`src/rtl/rv32_pkg.sv`:
```
// Shared RV32 register-file types: write-port bundle and arbiter grant source.
package rv32_pkg;
  localparam int unsigned XLEN       = 32;
  localparam int unsigned REG_ADDR_W = 5;
  localparam int unsigned NUM_REGS   = 1 << REG_ADDR_W;

  typedef struct packed {
    logic [REG_ADDR_W-1:0] rd;
    logic [XLEN-1:0]       data;
  } rf_wr_t;

  typedef enum logic [1:0] {
    GNT_NONE,
    GNT_WB,
    GNT_FIFO,
    GNT_BYPASS
  } gnt_src_e;

  function automatic logic [NUM_REGS-1:0] rd_onehot(input logic [REG_ADDR_W-1:0] rd);
    rd_onehot     = '0;
    rd_onehot[rd] = 1'b1;
  endfunction
endpackage

```
`src/rtl/rv32_rf_write_arbiter_if.sv`:
```
// WB / multi-cycle / issue / register-file-port bundle for the write arbiter.
interface rv32_rf_write_arbiter_if #(
  parameter int unsigned FIFO_DEPTH = 2
);
  import rv32_pkg::*;
  localparam int unsigned LVL_W = $clog2(FIFO_DEPTH + 1);

  logic                  wb_valid;
  logic [REG_ADDR_W-1:0] wb_rd;
  logic [XLEN-1:0]       wb_data;
  logic                  mc_valid;
  logic                  mc_ready;
  logic [REG_ADDR_W-1:0] mc_rd;
  logic [XLEN-1:0]       mc_data;
  logic                  iss_valid;
  logic [REG_ADDR_W-1:0] iss_rd;
  logic [NUM_REGS-1:0]   rd_busy;
  logic                  pipe_stall;
  logic [LVL_W-1:0]      fifo_level;
  logic                  write_reg;
  logic [REG_ADDR_W-1:0] sel_d1;
  logic [XLEN-1:0]       reg_d1;

  modport master (
    output wb_valid, wb_rd, wb_data, mc_valid, mc_rd, mc_data, iss_valid, iss_rd,
    input  mc_ready, rd_busy, pipe_stall, fifo_level, write_reg, sel_d1, reg_d1
  );

  modport slave (
    input  wb_valid, wb_rd, wb_data, mc_valid, mc_rd, mc_data, iss_valid, iss_rd,
    output mc_ready, rd_busy, pipe_stall, fifo_level, write_reg, sel_d1, reg_d1
  );
endinterface

```
`src/rtl/rv32_sync_fifo.sv`:
```
// Synchronous FIFO of register-file write entries; any depth >= 1.
module rv32_sync_fifo
  import rv32_pkg::*;
#(
  parameter int unsigned DEPTH = 2,
  parameter int unsigned LVL_W = $clog2(DEPTH + 1)
) (
  input  logic             clk,
  input  logic             rst_n,
  input  logic             push_i,
  input  logic             pop_i,
  input  rf_wr_t           din_i,
  output rf_wr_t           head_o,
  output logic [LVL_W-1:0] level_o,
  output logic             full_o,
  output logic             empty_o
);
  localparam int unsigned PTR_W = (DEPTH > 1) ? $clog2(DEPTH) : 1;
  localparam logic [PTR_W-1:0] LAST = PTR_W'(DEPTH - 1);

  rf_wr_t           mem_q [DEPTH];
  logic [PTR_W-1:0] wr_ptr_q, wr_ptr_d;
  logic [PTR_W-1:0] rd_ptr_q, rd_ptr_d;
  logic [LVL_W-1:0] level_q, level_d;

  always_comb begin
    wr_ptr_d = wr_ptr_q;
    rd_ptr_d = rd_ptr_q;
    level_d  = level_q;
    if (push_i) wr_ptr_d = (wr_ptr_q == LAST) ? '0 : wr_ptr_q + 1'b1;
    if (pop_i)  rd_ptr_d = (rd_ptr_q == LAST) ? '0 : rd_ptr_q + 1'b1;
    unique case ({push_i, pop_i})
      2'b10:   level_d = level_q + LVL_W'(1);
      2'b01:   level_d = level_q - LVL_W'(1);
      default: level_d = level_q;
    endcase
  end

  always_ff @(posedge clk or negedge rst_n) begin
    if (!rst_n) begin
      wr_ptr_q <= '0;
      rd_ptr_q <= '0;
      level_q  <= '0;
      for (int unsigned i = 0; i < DEPTH; i++) mem_q[i] <= '0;
    end else begin
      wr_ptr_q <= wr_ptr_d;
      rd_ptr_q <= rd_ptr_d;
      level_q  <= level_d;
      if (push_i) mem_q[wr_ptr_q] <= din_i;
    end
  end

  assign head_o  = mem_q[rd_ptr_q];
  assign level_o = level_q;
  assign full_o  = (level_q == LVL_W'(DEPTH));
  assign empty_o = (level_q == '0);
endmodule

```
`src/rtl/rv32_rf_write_arbiter.sv`:
```
// Register-file write-port arbiter (WB > FIFO head > bypass) with rd scoreboard.
// Define RV32_RFARB_STARVE_EN to compile in the buffered-result starvation counter.
module rv32_rf_write_arbiter
  import rv32_pkg::*;
#(
  parameter int unsigned FIFO_DEPTH   = 2,
  parameter int unsigned STARVE_LIMIT = 4
) (
  input logic                    clk,
  input logic                    rst_n,
  rv32_rf_write_arbiter_if.slave rf
);
  localparam int unsigned LVL_W = $clog2(FIFO_DEPTH + 1);

  if (FIFO_DEPTH < 1 || STARVE_LIMIT < 1) begin : g_bad_cfg
    $error("rv32_rf_write_arbiter: FIFO_DEPTH and STARVE_LIMIT must be >= 1");
  end

  gnt_src_e            src;
  rf_wr_t              gnt;
  rf_wr_t              head;
  logic                push, pop, full, empty;
  logic [LVL_W-1:0]    level;
  logic                wb_win, mc_fire, mc_keep, starve_stall;
  logic [NUM_REGS-1:0] busy_q, busy_d, set_mask, clr_mask;
  logic                write_reg_q;
  rf_wr_t              wr_q;

  assign wb_win  = rf.wb_valid && (rf.wb_rd != '0);
  assign mc_fire = rf.mc_valid && rf.mc_ready;
  // rd==0 results complete the handshake but are never buffered or written
  assign mc_keep = mc_fire && (rf.mc_rd != '0);

  always_comb begin
    src  = GNT_NONE;
    gnt  = '0;
    push = 1'b0;
    pop  = 1'b0;
    if (wb_win) begin
      src  = GNT_WB;
      gnt  = '{rd: rf.wb_rd, data: rf.wb_data};
      push = mc_keep;
    end else if (!empty) begin
      src  = GNT_FIFO;
      gnt  = head;
      pop  = 1'b1;
      push = mc_keep;
    end else if (mc_keep) begin
      src  = GNT_BYPASS;
      gnt  = '{rd: rf.mc_rd, data: rf.mc_data};
    end
  end

  rv32_sync_fifo #(
    .DEPTH (FIFO_DEPTH),
    .LVL_W (LVL_W)
  ) u_fifo (
    .clk     (clk),
    .rst_n   (rst_n),
    .push_i  (push),
    .pop_i   (pop),
    .din_i   ('{rd: rf.mc_rd, data: rf.mc_data}),
    .head_o  (head),
    .level_o (level),
    .full_o  (full),
    .empty_o (empty)
  );

  always_comb begin
    set_mask = '0;
    clr_mask = '0;
    if (rf.iss_valid && (rf.iss_rd != '0)) set_mask = rd_onehot(rf.iss_rd);
    if (src == GNT_FIFO || src == GNT_BYPASS) clr_mask = rd_onehot(gnt.rd);
    busy_d = (busy_q & ~clr_mask) | set_mask;
  end

`ifdef RV32_RFARB_STARVE_EN
  localparam int unsigned SC_W = $clog2(STARVE_LIMIT + 1);
  logic [SC_W-1:0] starve_q, starve_d;

  always_comb begin
    starve_d = starve_q;
    if (pop)
      starve_d = '0;
    else if (!empty && wb_win && (starve_q != SC_W'(STARVE_LIMIT)))
      starve_d = starve_q + 1'b1;
  end

  always_ff @(posedge clk or negedge rst_n) begin
    if (!rst_n) starve_q <= '0;
    else        starve_q <= starve_d;
  end

  // Saturated count holds until the bubble pops the head; masking with pop keeps the request to one cycle
  assign starve_stall = (starve_q == SC_W'(STARVE_LIMIT)) && !pop;
`else
  assign starve_stall = 1'b0;
`endif

  always_ff @(posedge clk or negedge rst_n) begin
    if (!rst_n) begin
      busy_q      <= '0;
      write_reg_q <= 1'b0;
      wr_q        <= '0;
    end else begin
      busy_q      <= busy_d;
      write_reg_q <= (src != GNT_NONE);
      wr_q        <= gnt;
    end
  end

  assign rf.mc_ready   = !full;
  assign rf.pipe_stall = (full && rf.mc_valid) || starve_stall;
  assign rf.fifo_level = level;
  assign rf.rd_busy    = busy_q;
  assign rf.write_reg  = write_reg_q;
  assign rf.sel_d1     = wr_q.rd;
  assign rf.reg_d1     = wr_q.data;
endmodule

```
`src/flat_wrapper.sv`:
```
// flat-port wrapper written by rule: the top's interface ports become plain ports
module rv32_rf_write_arbiter_flat import rv32_pkg::*;
#(
  parameter int unsigned FIFO_DEPTH   = 2,
  parameter int unsigned STARVE_LIMIT = 4
)
  (clk, rst_n, rf_wb_valid, rf_wb_rd, rf_wb_data, rf_mc_valid, rf_mc_rd, rf_mc_data, rf_iss_valid, rf_iss_rd, rf_mc_ready, rf_rd_busy, rf_pipe_stall, rf_fifo_level, rf_write_reg, rf_sel_d1, rf_reg_d1);
  rv32_rf_write_arbiter_if #(.FIFO_DEPTH(FIFO_DEPTH)) rf_i ();
  input logic clk;
  input logic rst_n;
  input wire logic [$bits(rf_i.wb_valid)-1:0] rf_wb_valid;
  input wire logic [$bits(rf_i.wb_rd)-1:0] rf_wb_rd;
  input wire logic [$bits(rf_i.wb_data)-1:0] rf_wb_data;
  input wire logic [$bits(rf_i.mc_valid)-1:0] rf_mc_valid;
  input wire logic [$bits(rf_i.mc_rd)-1:0] rf_mc_rd;
  input wire logic [$bits(rf_i.mc_data)-1:0] rf_mc_data;
  input wire logic [$bits(rf_i.iss_valid)-1:0] rf_iss_valid;
  input wire logic [$bits(rf_i.iss_rd)-1:0] rf_iss_rd;
  output wire logic [$bits(rf_i.mc_ready)-1:0] rf_mc_ready;
  output wire logic [$bits(rf_i.rd_busy)-1:0] rf_rd_busy;
  output wire logic [$bits(rf_i.pipe_stall)-1:0] rf_pipe_stall;
  output wire logic [$bits(rf_i.fifo_level)-1:0] rf_fifo_level;
  output wire logic [$bits(rf_i.write_reg)-1:0] rf_write_reg;
  output wire logic [$bits(rf_i.sel_d1)-1:0] rf_sel_d1;
  output wire logic [$bits(rf_i.reg_d1)-1:0] rf_reg_d1;
  assign rf_i.wb_valid = rf_wb_valid;
  assign rf_i.wb_rd = rf_wb_rd;
  assign rf_i.wb_data = rf_wb_data;
  assign rf_i.mc_valid = rf_mc_valid;
  assign rf_i.mc_rd = rf_mc_rd;
  assign rf_i.mc_data = rf_mc_data;
  assign rf_i.iss_valid = rf_iss_valid;
  assign rf_i.iss_rd = rf_iss_rd;
  assign rf_mc_ready = rf_i.mc_ready;
  assign rf_rd_busy = rf_i.rd_busy;
  assign rf_pipe_stall = rf_i.pipe_stall;
  assign rf_fifo_level = rf_i.fifo_level;
  assign rf_write_reg = rf_i.write_reg;
  assign rf_sel_d1 = rf_i.sel_d1;
  assign rf_reg_d1 = rf_i.reg_d1;
  rv32_rf_write_arbiter #(.FIFO_DEPTH(FIFO_DEPTH), .STARVE_LIMIT(STARVE_LIMIT)) u_core (.clk(clk), .rst_n(rst_n), .rf(rf_i));
endmodule
```
`config.mk`:
```
export PLATFORM = sky130hd
export DESIGN_NAME = rv32_rf_write_arbiter_flat
export DESIGN_NICKNAME = d
export VERILOG_FILES = /design/src/rtl/rv32_pkg.sv /design/src/rtl/rv32_rf_write_arbiter_if.sv /design/src/rtl/rv32_sync_fifo.sv /design/src/rtl/rv32_rf_write_arbiter.sv /design/src/flat_wrapper.sv
export SDC_FILE = /design/constraint.sdc
export NUM_CORES = 1
export LEC_CHECK = 0
export BUFFER_PORTS_ARGS = -buffer_cell sky130_fd_sc_hd__buf_2
export CAP_MARGIN = 10
export CORE_MARGIN = 2
export CORE_UTILIZATION = 49
export DETAILED_ROUTE_END_ITERATION = 12
export PLACE_DENSITY_LB_ADDON = 0.15
export SLEW_MARGIN = 20
export SYNTH_ARGS = -nofsm -noshare
export SYNTH_HDL_FRONTEND = slang
export SYNTH_SLANG_ARGS = --single-unit
```
`constraint.sdc`:
```
create_clock -name clk -period 2.2 [get_ports clk]
set_input_delay 0.44 -clock clk [delete_from_list [all_inputs] [get_ports clk]]
set_output_delay 0.44 -clock clk [all_outputs]
set_load 0.1 [all_outputs]
```
; ---- Word-level counts from Yosys, hierarchy flattened
; Index checks and enable logic that the tools add are counted.
; W data, S select, Z words.
[word_totals]
ff_bits = 148
output_inout_bits = 74
wordCells = 73
[classes]
add_sub_neg = 4
n_lt_le_gt_ge = 7
eq_ne = 5
n_mux = 25
n_bitwise = 5
reduce_logical = 16
[ops]
columns = cell, count
row1 = $mux W37, 7
row2 = $bwmux W74, 1
row3 = $mux W32, 2
row4 = $demux W37 S1, 1
row5 = $and A32 B32 Y32, 1
row6 = $not A32 Y32, 1
row7 = $or A32 B32 Y32, 1
row8 = $reduce_bool A5 Y1, 3
row9 = $lt A5 B6 Y1 const B, 2
row10 = $demux W1 S5, 2
row11 = $ge A5 B1 Y1 const B, 2
row12 = $eq A2 B2 Y1 const B, 4
row13 = $logic_and A1 B1 Y1, 8
row14 = $mux W1, 8
row15 = $mux W2, 3
row16 = $ge A2 B2 Y1 const B, 2
row17 = $not A1 Y2, 2
row18 = $pmux W2 S2, 1
row19 = $reduce_bool A2 Y1, 2
row20 = $add A1 B1 Y1 const B, 2
row21 = $add A2 B1 Y2 const B, 1
row22 = $eq A2 B1 Y1 const B, 1
row23 = $logic_not A2 Y1, 1
row24 = $lt A2 B1 Y1 const B, 1
row25 = 3 further kinds, 3

; ---- Longest topological paths before layout
; Gate-level depths: netlist (run 1).
[depth]
word_depth = 15
mapped_depth = 9
depth_no_buf = 8

; ---- Hierarchy
; A second synthesis (run 1) with hierarchy kept.
[unflattened]
hier_cells = 612
hier_area_um2 = 6995.5
[by_module_without_submodules]
columns = mod, n_inst, cells_each, area_per_inst_um2, seq_area_each_um2
row1 = rv32_sync_fifo, 1, 211, 3507.1, 1951.9
row2 = rv32_rf_write_arbiter, 1, 401, 3488.3, 1751.7

; ---- Least setup slack after synthesis (run 1)
; No wires, ideal clock.
[synth_path]
path_type = register -> output
start = register u_core.u_fifo.level_q[1], in the netlist u_core.u_fifo.level_o[1]
end = output rf_pipe_stall
arrival_time_ps = 3401
path_slack_ps = -1641
stages_incl_launch_ff = 3
n_path_buf = 0
cell_sequence = dfrtp_1 -> nand2b_1 -> nor2_1
[synth_via]
elab_chain_len = 2
[synth_rtl]
columns = item, line_no
row1 = from (decl), rv32_sync_fifo.sv:24  ; logic [LVL_W-1:0] level_q, level_d;
row2 = from (signal assigned), rv32_sync_fifo.sv:48  ; level_q <= level_d;
row3 = $eq A2 B2 Y1, rv32_sync_fifo.sv:55  ; assign full_o = (level_q == LVL_W'(DEPTH));
row4 = $logic_and A1 B1 Y1, rv32_rf_write_arbiter.sv:113  ; assign rf.pipe_stall = (full && rf.mc_valid) || starve_stall;
row5 = to (decl), flat_wrapper.sv:21  ; output wire logic [$bits(rf_i.pipe_stall)-1:0] rf_pipe_stall;
; No other way between the ends.

; ---- Worst setup path after layout (run 1)
[layout_path]
start = register u_core.u_fifo.level_q[0], in the netlist u_core.u_fifo.level_o[0]
end = output rf_pipe_stall
; Same word-level chain as after synthesis.

==> results of run 1 <==
-- layout make-up --
class	instances	area share
sequential	148	0.426
inverter	5	0.00216
clock buffer	20	0.0525
tap	180	0.0259
clock inverter	12	0.0175
multi-input combinational	420	0.345
timing repair buffer	192	0.130
-- stage by stage --
stage / setup slack, ns / cells / hold WS (ns) / utilization / area (um^2)
6_report: 0.0762 / 977 / 0.255 / 0.629 / 8700
3_5_place_dp: -0.157 / 944 / 0.408 / 0.583 / 8070
2_1_floorplan: -0.123 / 615 / 0.144 / - / 6940
5_1_grt: 0.00669 / 977 / 0.252 / 0.629 / 8700
3_3_place_gp: -0.0877 / 944 / 0.398 / 0.583 / 8070
4_1_cts: 0.00836 / 977 / 0.244 / 0.628 / 8690
-- what timing repair did --
action / in CTS / in global routing
setup buffers: 0 / 0
gates resized for setup: 0 / 3
endpoints found under the setup margin: 0 / 7
hold buffers: 1 / 0
hold endpoints to repair: 43 / 0
-- worst reg2reg max path: stages, from the launching register on --
cell     delay, ns
dfrtp_4       0.54
or2_2         0.37
mux2i_2       0.25
mux2i_2       0.12
buf_4         0.21
o41ai_1       0.40
nand2_1       0.09
-- routing by layer --
layer / track usage / vias to the layer above / part of all wire / wire, um
met5: 0 / - / 0 / 0
met4: 0.0769 / 0 / 0.014 / 240
met3: 0.0567 / 26 / 0.054 / 904
met2: 0.357 / 158 / 0.48 / 7960
met1: 0.327 / 2610 / 0.46 / 7640
li1: - / 2528 / - / -
-- final timing paths --
| check | start | end | slack [ns] | depth (start not counted) |
|---|---|---|---|---|
| max | u_core.u_fifo.level_o[0] | rf_pipe_stall | 0.08 | 3 |
| min | rf_wb_rd[1] | u_core.rf.sel_d1[1] | 0.26 | 3 |
| max reg2reg | u_core.u_fifo.level_o[0] | u_core.rf.rd_busy[10] | 0.09 | 6 |
| min reg2reg | u_core.u_fifo.wr_ptr_q | u_core.u_fifo.wr_ptr_q | 0.49 | 1 |
| max in group asynchronous | rst_n | u_core.u_fifo.mem_q[3] | 1.06 | 3 |
| min in group asynchronous | rst_n | u_core.rf.reg_d1[8] | 0.52 | 2 |
-- cells by family (layout without fill, tap and decap cells) --
group           count (synthesis)  count (layout)  share of synthesized area
compound gates                121             121                      0.116
xor+xnor                        5               5                    0.00635
fa+ha+maj                       1               1                    0.00181
buf+inv                        47             229                     0.0348
flops                         148             148                      0.537
mux                           113             113                      0.195
simple gates                  180             180                      0.109
-- synthesized netlist by cell type, types with 2 or more instances --
cell / count
mux2_2: 45
xor2_1: 2
a21oi_1: 35
nand2_1: 66
dfrtp_1: 148
inv_1: 4
nand3_1: 3
nor3_1: 4
o41ai_1: 10
mux2_4: 30
a22oi_1: 3
mux2i_1: 37
nor2_1: 86
o21ai_0: 7
buf_1: 5
buf_4: 5
or2_2: 2
clkbuf_1: 16
xnor2_1: 3
a22o_1: 4
nand4_1: 4
nand2b_1: 5
or3_1: 2
a31oi_1: 34
buf_2: 11
o21a_1: 2
buf_6: 4
nor2b_1: 2
o31ai_1: 17
==> flow_summary.json, run 1 <==
{
  "status": "complete, no violations",
  "port_buffers": 157,
  "antennaDiodeCount": 0,
  "nets": 869,
  "cts_sinks": 148,
  "synth-seq-cells": 148,
  "syn_area_per_cell_um2": 11.2,
  "hold_class": "primary input to flop",
  "htreeDepth": 4,
  "start_util": 0.499,
  "syn_nets": 700,
  "clk_latency_ns": 0.42,
  "cts_tree": "done",
  "clock_skew_ns": 0.00675,
  "drc": 0,
  "crit_family": "flip-flops",
  "synth_area_leaders": "dfrtp_1 54%, mux2_2 7.3%, mux2_4 6.5%, mux2i_1 5.4%, nor2_1 4.7%",
  "root_buffer": "clkbuf_16",
  "dp_hpwl_um": 11400,
  "vias": 5322,
  "wirelength_um": 16700,
  "hold_viol_final": 0,
  "seq_area_frac_synth": 0.537,
  "multi_input_area_um2": 3000,
  "critPathLaunchType": "flop",
  "grt_max_degree": 65,
  "yosysUniqueCellTypes": 48,
  "synthCells": 615,
  "final_common_cell": "buf_2",
  "clockBufferDepth": 2,
  "synth_area_um2": 6900,
  "area_delta_synth_final_pct": 26.2,
  "largest_reg_flops": 74,
  "crit_slowest_cell": "dfrtp_4",
  "cp.required_ns": 1.76,
  "die_area_um2": 15000,
  "fin_crit_sh": 0.965,
  "maxCapViolCount": 0,
  "first_pass_iters": 5,
  "cpPeakStageDelay_ns": 0.54,
  "place_congestion": 0.877,
  "endpoint_kind": "output port",
  "first_iter_violations": 472,
  "period_needed_ns": 2.12,
  "worst-slew-pin-transition_ns": 0.809,
  "fin_tns_setup_ns": 0,
  "row_count": 43,
  "crit_chain": "nand2b_2 -> nor2_4 -> buf_2",
  "ios": 158,
  "core_area_um2": 13800,
  "grt_overflow": 0,
  "async_flop_share": 1.00,
  "die_x_um": 123,
  "largest-register": "u_core.u_fifo.mem_q",
  "cts.clk_slew.worst_paths_ns": 0.06,
  "seq_area_um2": 3710,
  "synth-edff-count": 0,
  "synth_area_leader_cell": "dfrtp_1",
  "wl_per_cell_um": 17.1,
  "grt_use_total": 0.233,
  "crit_buf_inv": 1,
  "ys.flop_type": "dfrtp_1",
  "dieHeight_um": 123,
  "routed_via_density": 5.45,
  "postRouteAntennaNets": 0,
  "slew_violations": 0,
  "fmax_mhz": 471,
  "grt_pass1_vias": 5308,
  "grt_setup_unrepaired": "no",
  "drive_gt1_frac": 0.398,
  "report.final.setup_viol": 0,
  "antenna_found_initial": 0,
  "numCtsBuffers": 17,
  "synth.top_cell.area_share": 0.537,
  "maxSlewHeadroom": 0.455,
  "layout_common_cells": "156 x buf_2, 145 x dfrtp_1, 83 x nor2_1",
  "cp_max_fo": 9,
  "critical_path_arrival_ns": 1.68,
  "grt_pass1_wl_um": 27100,
  "yosys_warnings": 0,
  "crit_type": "flop to output port",
  "fillers": 1123
}
Power of run 1 is not shown: default switching activity piles up to over one toggle a cycle in this logic, so the estimate is an artifact.
==> run 2: changes to the inputs <==
CORE_ASPECT_RATIO = 0.8   (was default)
SYNTH_HIERARCHICAL = 1   (was default)
==> flow_summary.json, run 2 <==
{
  "status": "complete, but fails checks",
  "violations": "negative setup slack",
  "syn_nets": 697,
  "grt_overflow": 0,
  "hold_class": "primary input to flop",
  "crit_chain": "nor2b_4 -> and3b_2 -> a221o_1 -> o21ai_4 -> clkinv_2 -> o41ai_2 -> nand2_1",
  "dieHeight_um": 111,
  "clk_latency_ns": 0.42,
  "worstReg2RegEnd": "u_core/rf.rd_busy[10]",
  "holdWs_ns": 0.265,
  "port_buffers": 157,
  "clockBufferDepth": 2,
  "numCtsBuffers": 17,
  "async_flop_share": 1.00,
  "cpPeakStageDelay_ns": 0.51,
  "crit_slowest_cell": "dfrtp_4",
  "first_iter_violations": 295,
  "synth_area_leader_cell": "dfrtp_1",
  "place_congestion": 0.911,
  "hold_viol_final": 0,
  "synth_common_cells": "148 x dfrtp_1, 76 x a21oi_1, 74 x mux2_2",
  "synth.top_cell.area_share": 0.529,
  "report.final.setup_viol": 6,
  "top_layer": "met4",
  "first_pass_iters": 5,
  "maxCapViolCount": 0,
  "wirelength_um": 17400,
  "fmax_mhz": 436,
  "maxSlewHeadroom": 0.493,
  "layout_common_cells": "156 x buf_2, 145 x dfrtp_1, 74 x a21oi_1, 74 x mux2_2, 60 x nand2_1",
  "grt_max_degree": 56,
  "largest-register": "u_core/u_fifo/mem_q",
  "synth-seq-cells": 148,
  "cp_max_fo": 6,
  "drive_gt1_frac": 0.480,
  "root_buffer": "clkbuf_16",
  "htreeDepth": 4,
  "grt_setup_unrepaired": "yes",
  "grt_pass1_vias": 5481,
  "synth_area_um2": 7000,
  "cts_tree": "done",
  "postRouteAntennaNets": 0,
  "wl_per_cell_um": 17.2,
  "die_x_um": 138,
  "row_count": 39,
  "worstReg2RegStart": "u_core/u_fifo/level_o[0]",
  "dp_hpwl_um": 11800,
  "fin_ws_ns": -0.0944,
  "core_area_um2": 14100,
  "slew_violations": 0,
  "cts.clk_slew.worst_paths_ns": 0.06,
  "wl_met2_um": 8370,
  "die_area_um2": 15300,
  "wl_met1_um": 7800,
  "start_util": 0.496,
  "multi_input_area_um2": 3350,
  "syn_area_per_cell_um2": 11.4,
  "crit_path_start": "u_core/u_fifo/level_o[0]",
  "cts_sinks": 148,
  "clock_skew_ns": 0.00621,
  "synthCells": 612,
  "antenna_found_initial": 0,
  "seq_area_um2": 3710,
  "routed_via_density": 5.40,
  "yosysMostFrequentCell": "dfrtp_1",
  "reg2reg_slack_ns": -0.09,
  "ys.flop_type": "dfrtp_1",
  "period_needed_ns": 2.29,
  "yosys_warnings": 6,
  "reg2regPathDepth": 7,
  "vias": 5477,
  "largest_reg_flops": 74,
  "synth-edff-count": 0,
  "final_common_cell": "buf_2",
  "critical_path_arrival_ns": 2.58,
  "worst-slew-pin-transition_ns": 0.760,
  "crit_type": "flop to flop",
  "ios": 158,
  "drc": 0,
  "grt_use_total": 0.236,
  "antennaDiodeCount": 0,
  "yosysUniqueCellTypes": 49,
  "fin_crit_sh": 1.04,
  "nets": 902,
  "endpoint": "u_core/rf.rd_busy[10]",
  "seq_area_frac_synth": 0.529,
  "critPathLaunchType": "flop",
  "endpoint_kind": "flop",
  "dr_wl_met3_um": 1030,
  "fillers": 1103,
  "grt_pass1_wl_um": 27800,
  "area_delta_synth_final_pct": 32.4,
  "cp.required_ns": 2.49,
  "synth_area_leaders": "dfrtp_1 53%, mux2_2 12%, mux2_4 6.4%, a21oi_1 5.4%, nor2b_1 3.6%"
}
-- run 2: changes by cell type after synthesis, moves of 13 or more --
cell,before,now
mux2_2,45,74
mux2i_1,37,0
nor2_1,86,49
nor2b_1,2,40
a31oi_1,34,5
o31ai_1,17,4
a21oi_1,35,76
-- run 2: logic make-up after synthesis --
logic type                 synth area share
buffers and inverters                0.0302
adders and majority gates           0.00179
xor gates and xnor gates            0.00626
DFF                                   0.529
and+or+nand+nor                       0.126
AOI/OAI and AO/OA                     0.111
muxes                                 0.195
-- run 2: routing by layer --
layer,up-vias,GRT usage
li1,2566,-
met1,2707,0.330
met2,182,0.370
met3,22,0.0462
met4,0,0.0763
met5,-,0
-- run 2: timing repair --
item | in CTS | in global routing
setup endpoints to repair | 5 | 28
cloned | 0 | 1
hold buffers | 1 | 0
buffers inserted | 5 | 10
gates resized for setup | 1 | 29
pin swaps | 1 | 14
hold endpoints to repair | 48 | 0
-- run 2: through the flow --
| stage | std cells | setup slack [ns] | util | instance area [um^2] | setup TNS, ns |
|---|---|---|---|---|---|
| after floorplan | 612 | -0.0256 | - | 7160 | -0.697 |
| after global placement | 965 | -0.0922 | 0.597 | 8420 | -1.44 |
| after detailed placement | 965 | -0.137 | 0.597 | 8420 | -3.51 |
| after CTS | 1003 | -0.00612 | 0.641 | 9030 | -0.00612 |
| after global routing | 1014 | -0.131 | 0.657 | 9270 | -0.753 |
| final | 1014 | -0.0944 | 0.657 | 9270 | -0.165 |
-- run 2: worst min-delay path by stage --
| stage | start | endpoint | slack, ns | depth (start not counted) |
|---|---|---|---|---|
| 2_1_floorplan | rst_n | u_core/rf.rd_busy[0] | 0.14 | 0 |
| 3_3_place_gp | rst_n | u_core/rf.reg_d1[17] | 0.42 | 1 |
| 3_5_place_dp | rst_n | u_core/rf.reg_d1[22] | 0.43 | 1 |
| 4_1_cts | rf_wb_data[17] | u_core/rf.reg_d1[17] | 0.25 | 3 |
| 5_1_grt | rf_wb_data[5] | u_core/rf.reg_d1[5] | 0.26 | 3 |
| 6_report | rf_wb_data[31] | u_core/rf.reg_d1[31] | 0.27 | 3 |
-- run 2: cell type report --
class | instances | area share
Sequential cell | 148 | 0.401
Multi-Input combinational cell | 424 | 0.361
Timing Repair Buffer | 218 | 0.148
Clock buffer | 19 | 0.0489
Tap cell | 184 | 0.0248
Clock inverter | 13 | 0.0117
Inverter | 7 | 0.00446
Timing Repair inverter | 1 | 0.000540
-- run 2: worst max-delay path, delay by kind of cell (launching register included) --
| kind | cells | cell delay, ns |
|---|---|---|
| compound gates | 3 | 0.93 |
| flops | 1 | 0.51 |
| buf+inv | 1 | 0.17 |
| simple gates | 3 | 0.55 |
Power of run 2 is left out for the same reason.
==> run 3: changes to the inputs <==
CELL_PAD_IN_SITES_DETAIL_PLACEMENT = 1   (was default)
CELL_PAD_IN_SITES_GLOBAL_PLACEMENT = 2   (was default)
CORE_UTILIZATION = 31   (was 49)
PLACE_DENSITY = 0.74   (was default)
PLACE_DENSITY_LB_ADDON = default   (was 0.15)
==> flow_summary.json, run 3 (same netlist as run 2, synthesis figures left out) <==
{
  "status": "complete, no violations",
  "ios": 158,
  "cp_max_fo": 6,
  "use_met2": 0.309,
  "core_area_um2": 22300,
  "drc": 0,
  "slew_violations": 0,
  "gr-usage-met3": 0.0338,
  "numCtsBuffers": 17,
  "maxSlewHeadroom": 0.384,
  "crit_slowest_cell": "dfrtp_2",
  "nets": 912,
  "dpl_cell_area_um2": 8610,
  "cts_sinks": 148,
  "routed_via_density": 4.81,
  "wl_per_cell_um": 18.6,
  "critPathLaunchType": "flop",
  "port_buffers": 157,
  "cts.clk_slew.worst_paths_ns": 0.07,
  "die_area_um2": 23800,
  "fin_crit_sh": 0.975,
  "crit_buf_inv": 2,
  "grt_overflow": 0,
  "first_iter_violations": 281,
  "fmax_mhz": 466,
  "largest_reg_flops": 74,
  "drive_gt1_frac": 0.480,
  "dp_hpwl_um": 15000,
  "grt_pass1_wl_um": 34100,
  "grt_util_met1": 0.245,
  "clock_skew_ns": 0.0158,
  "row_count": 49,
  "clk_latency_ns": 0.42,
  "critical_path_arrival_ns": 2.44,
  "top_usage_layer": "met2",
  "cp.required_ns": 2.50,
  "htreeDepth": 4,
  "largest-register": "u_core/u_fifo/mem_q",
  "start_util": 0.313,
  "clockBufferDepth": 2,
  "hold_viol_final": 0,
  "vias": 5512,
  "report.final.setup_viol": 0,
  "crit_family": "compound AO/OA/AOI/OAI gates",
  "final_area_um2": 9490,
  "grt_use_total": 0.185,
  "cpPeakStageDelay_ns": 0.47,
  "cpMostUsedCell": "buf_6",
  "area_delta_synth_final_pct": 35.7,
  "worst-slew-pin-transition_ns": 0.916,
  "place_congestion": 0.860,
  "maxCapViolCount": 0,
  "root_buffer": "clkbuf_16",
  "fillers": 2507,
  "dieHeight_um": 138,
  "crit_type": "flop to flop",
  "crit_chain": "buf_6 -> mux2_4 -> nor2b_4 -> a31o_4 -> nand4b_1 -> buf_6 -> o41ai_4 -> nand2_1",
  "layout_common_cells": "155 x buf_2, 145 x dfrtp_1, 74 x a21oi_1",
  "endpoint_kind": "flop",
  "hold_class": "primary input to flop",
  "antenna_found_initial": 1,
  "die_x_um": 172,
  "grt_setup_unrepaired": "yes",
  "postRouteAntennaNets": 0,
  "grt_max_degree": 51,
  "first_pass_iters": 4,
  "wirelength_um": 21400,
  "period_needed_ns": 2.15,
  "cts_tree": "done",
  "final_common_cell": "buf_2",
  "grt_pass1_vias": 6197
}
## run 3: area by class of cell
class                           instances  area [um^2]  area share
Multi-Input combinational cell        425         3330       0.351
Clock inverter                         14          116      0.0123
Inverter                                7         38.8     0.00409
Timing Repair Buffer                  228         1480       0.156
Sequential cell                       148         3710       0.391
Antenna cell                            1         2.50    0.000264
Tap cell                              306          383      0.0403
Clock buffer                           18          429      0.0452
## run 3: worst register-to-register path: cells and delay by family, from the launching register on
| family | cells | cell delay, ns |
|---|---|---|
| AOI/OAI and AO/OA | 2 | 0.55 |
| buffers and inverters | 2 | 0.31 |
| DFF | 1 | 0.47 |
| muxes | 1 | 0.30 |
| and+or+nand+nor | 3 | 0.40 |
## run 3: worst paths after layout
kind                                          from                        to  slack [ns]  cells past startpoint
setup / recovery            u_core/u_fifo/rd_ptr_q     u_core/rf.rd_busy[14]        0.05                      8
hold / removal                       rf_wb_data[3]       u_core/rf.reg_d1[3]        0.27                      3
setup reg to reg            u_core/u_fifo/rd_ptr_q     u_core/rf.rd_busy[14]        0.05                      8
hold reg to reg            u_core/u_fifo/mem_q[38]   u_core/u_fifo/mem_q[38]        0.50                      1
max in group asynchronous                    rst_n  u_core/u_fifo/level_o[1]        1.00                      3
min in group asynchronous                    rst_n       u_core/rf.reg_d1[8]        0.53                      2
## run 3: through the flow
stage | hold WS, ns | setup WS (ns) | cells | setup TNS (ns) | utilization
6_report | 0.269 | 0.0544 | 1147 | 0 | 0.425
5_1_grt | 0.258 | -0.0442 | 1147 | -0.165 | 0.425
3_3_place_gp | 0.394 | -0.0678 | 1092 | -0.612 | 0.386
4_1_cts | 0.253 | -0.00909 | 1128 | -0.0269 | 0.413
3_5_place_dp | 0.404 | -0.137 | 1092 | -2.01 | 0.386
2_1_floorplan | 0.144 | -0.0256 | 612 | -0.697 | -
## run 3: per-layer routing
layer / vias up / share of wire
li1: 2598 / -
met1: 2787 / 0.46
met2: 112 / 0.50
met3: 15 / 0.035
met4: 0 / 0.0086
met5: - / 0
## run 3: timing repair
item                                    in CTS  in global routing
cloned                                       1                  0
resized for setup                            7                 21
pin swaps                                    1                 10
hold endpoints to repair                    41                  0
buffers inserted                             2                 18
endpoints found under the setup margin      10                 27
hold buffers                                 1                  0
Power of run 3 is left out for the same reason.
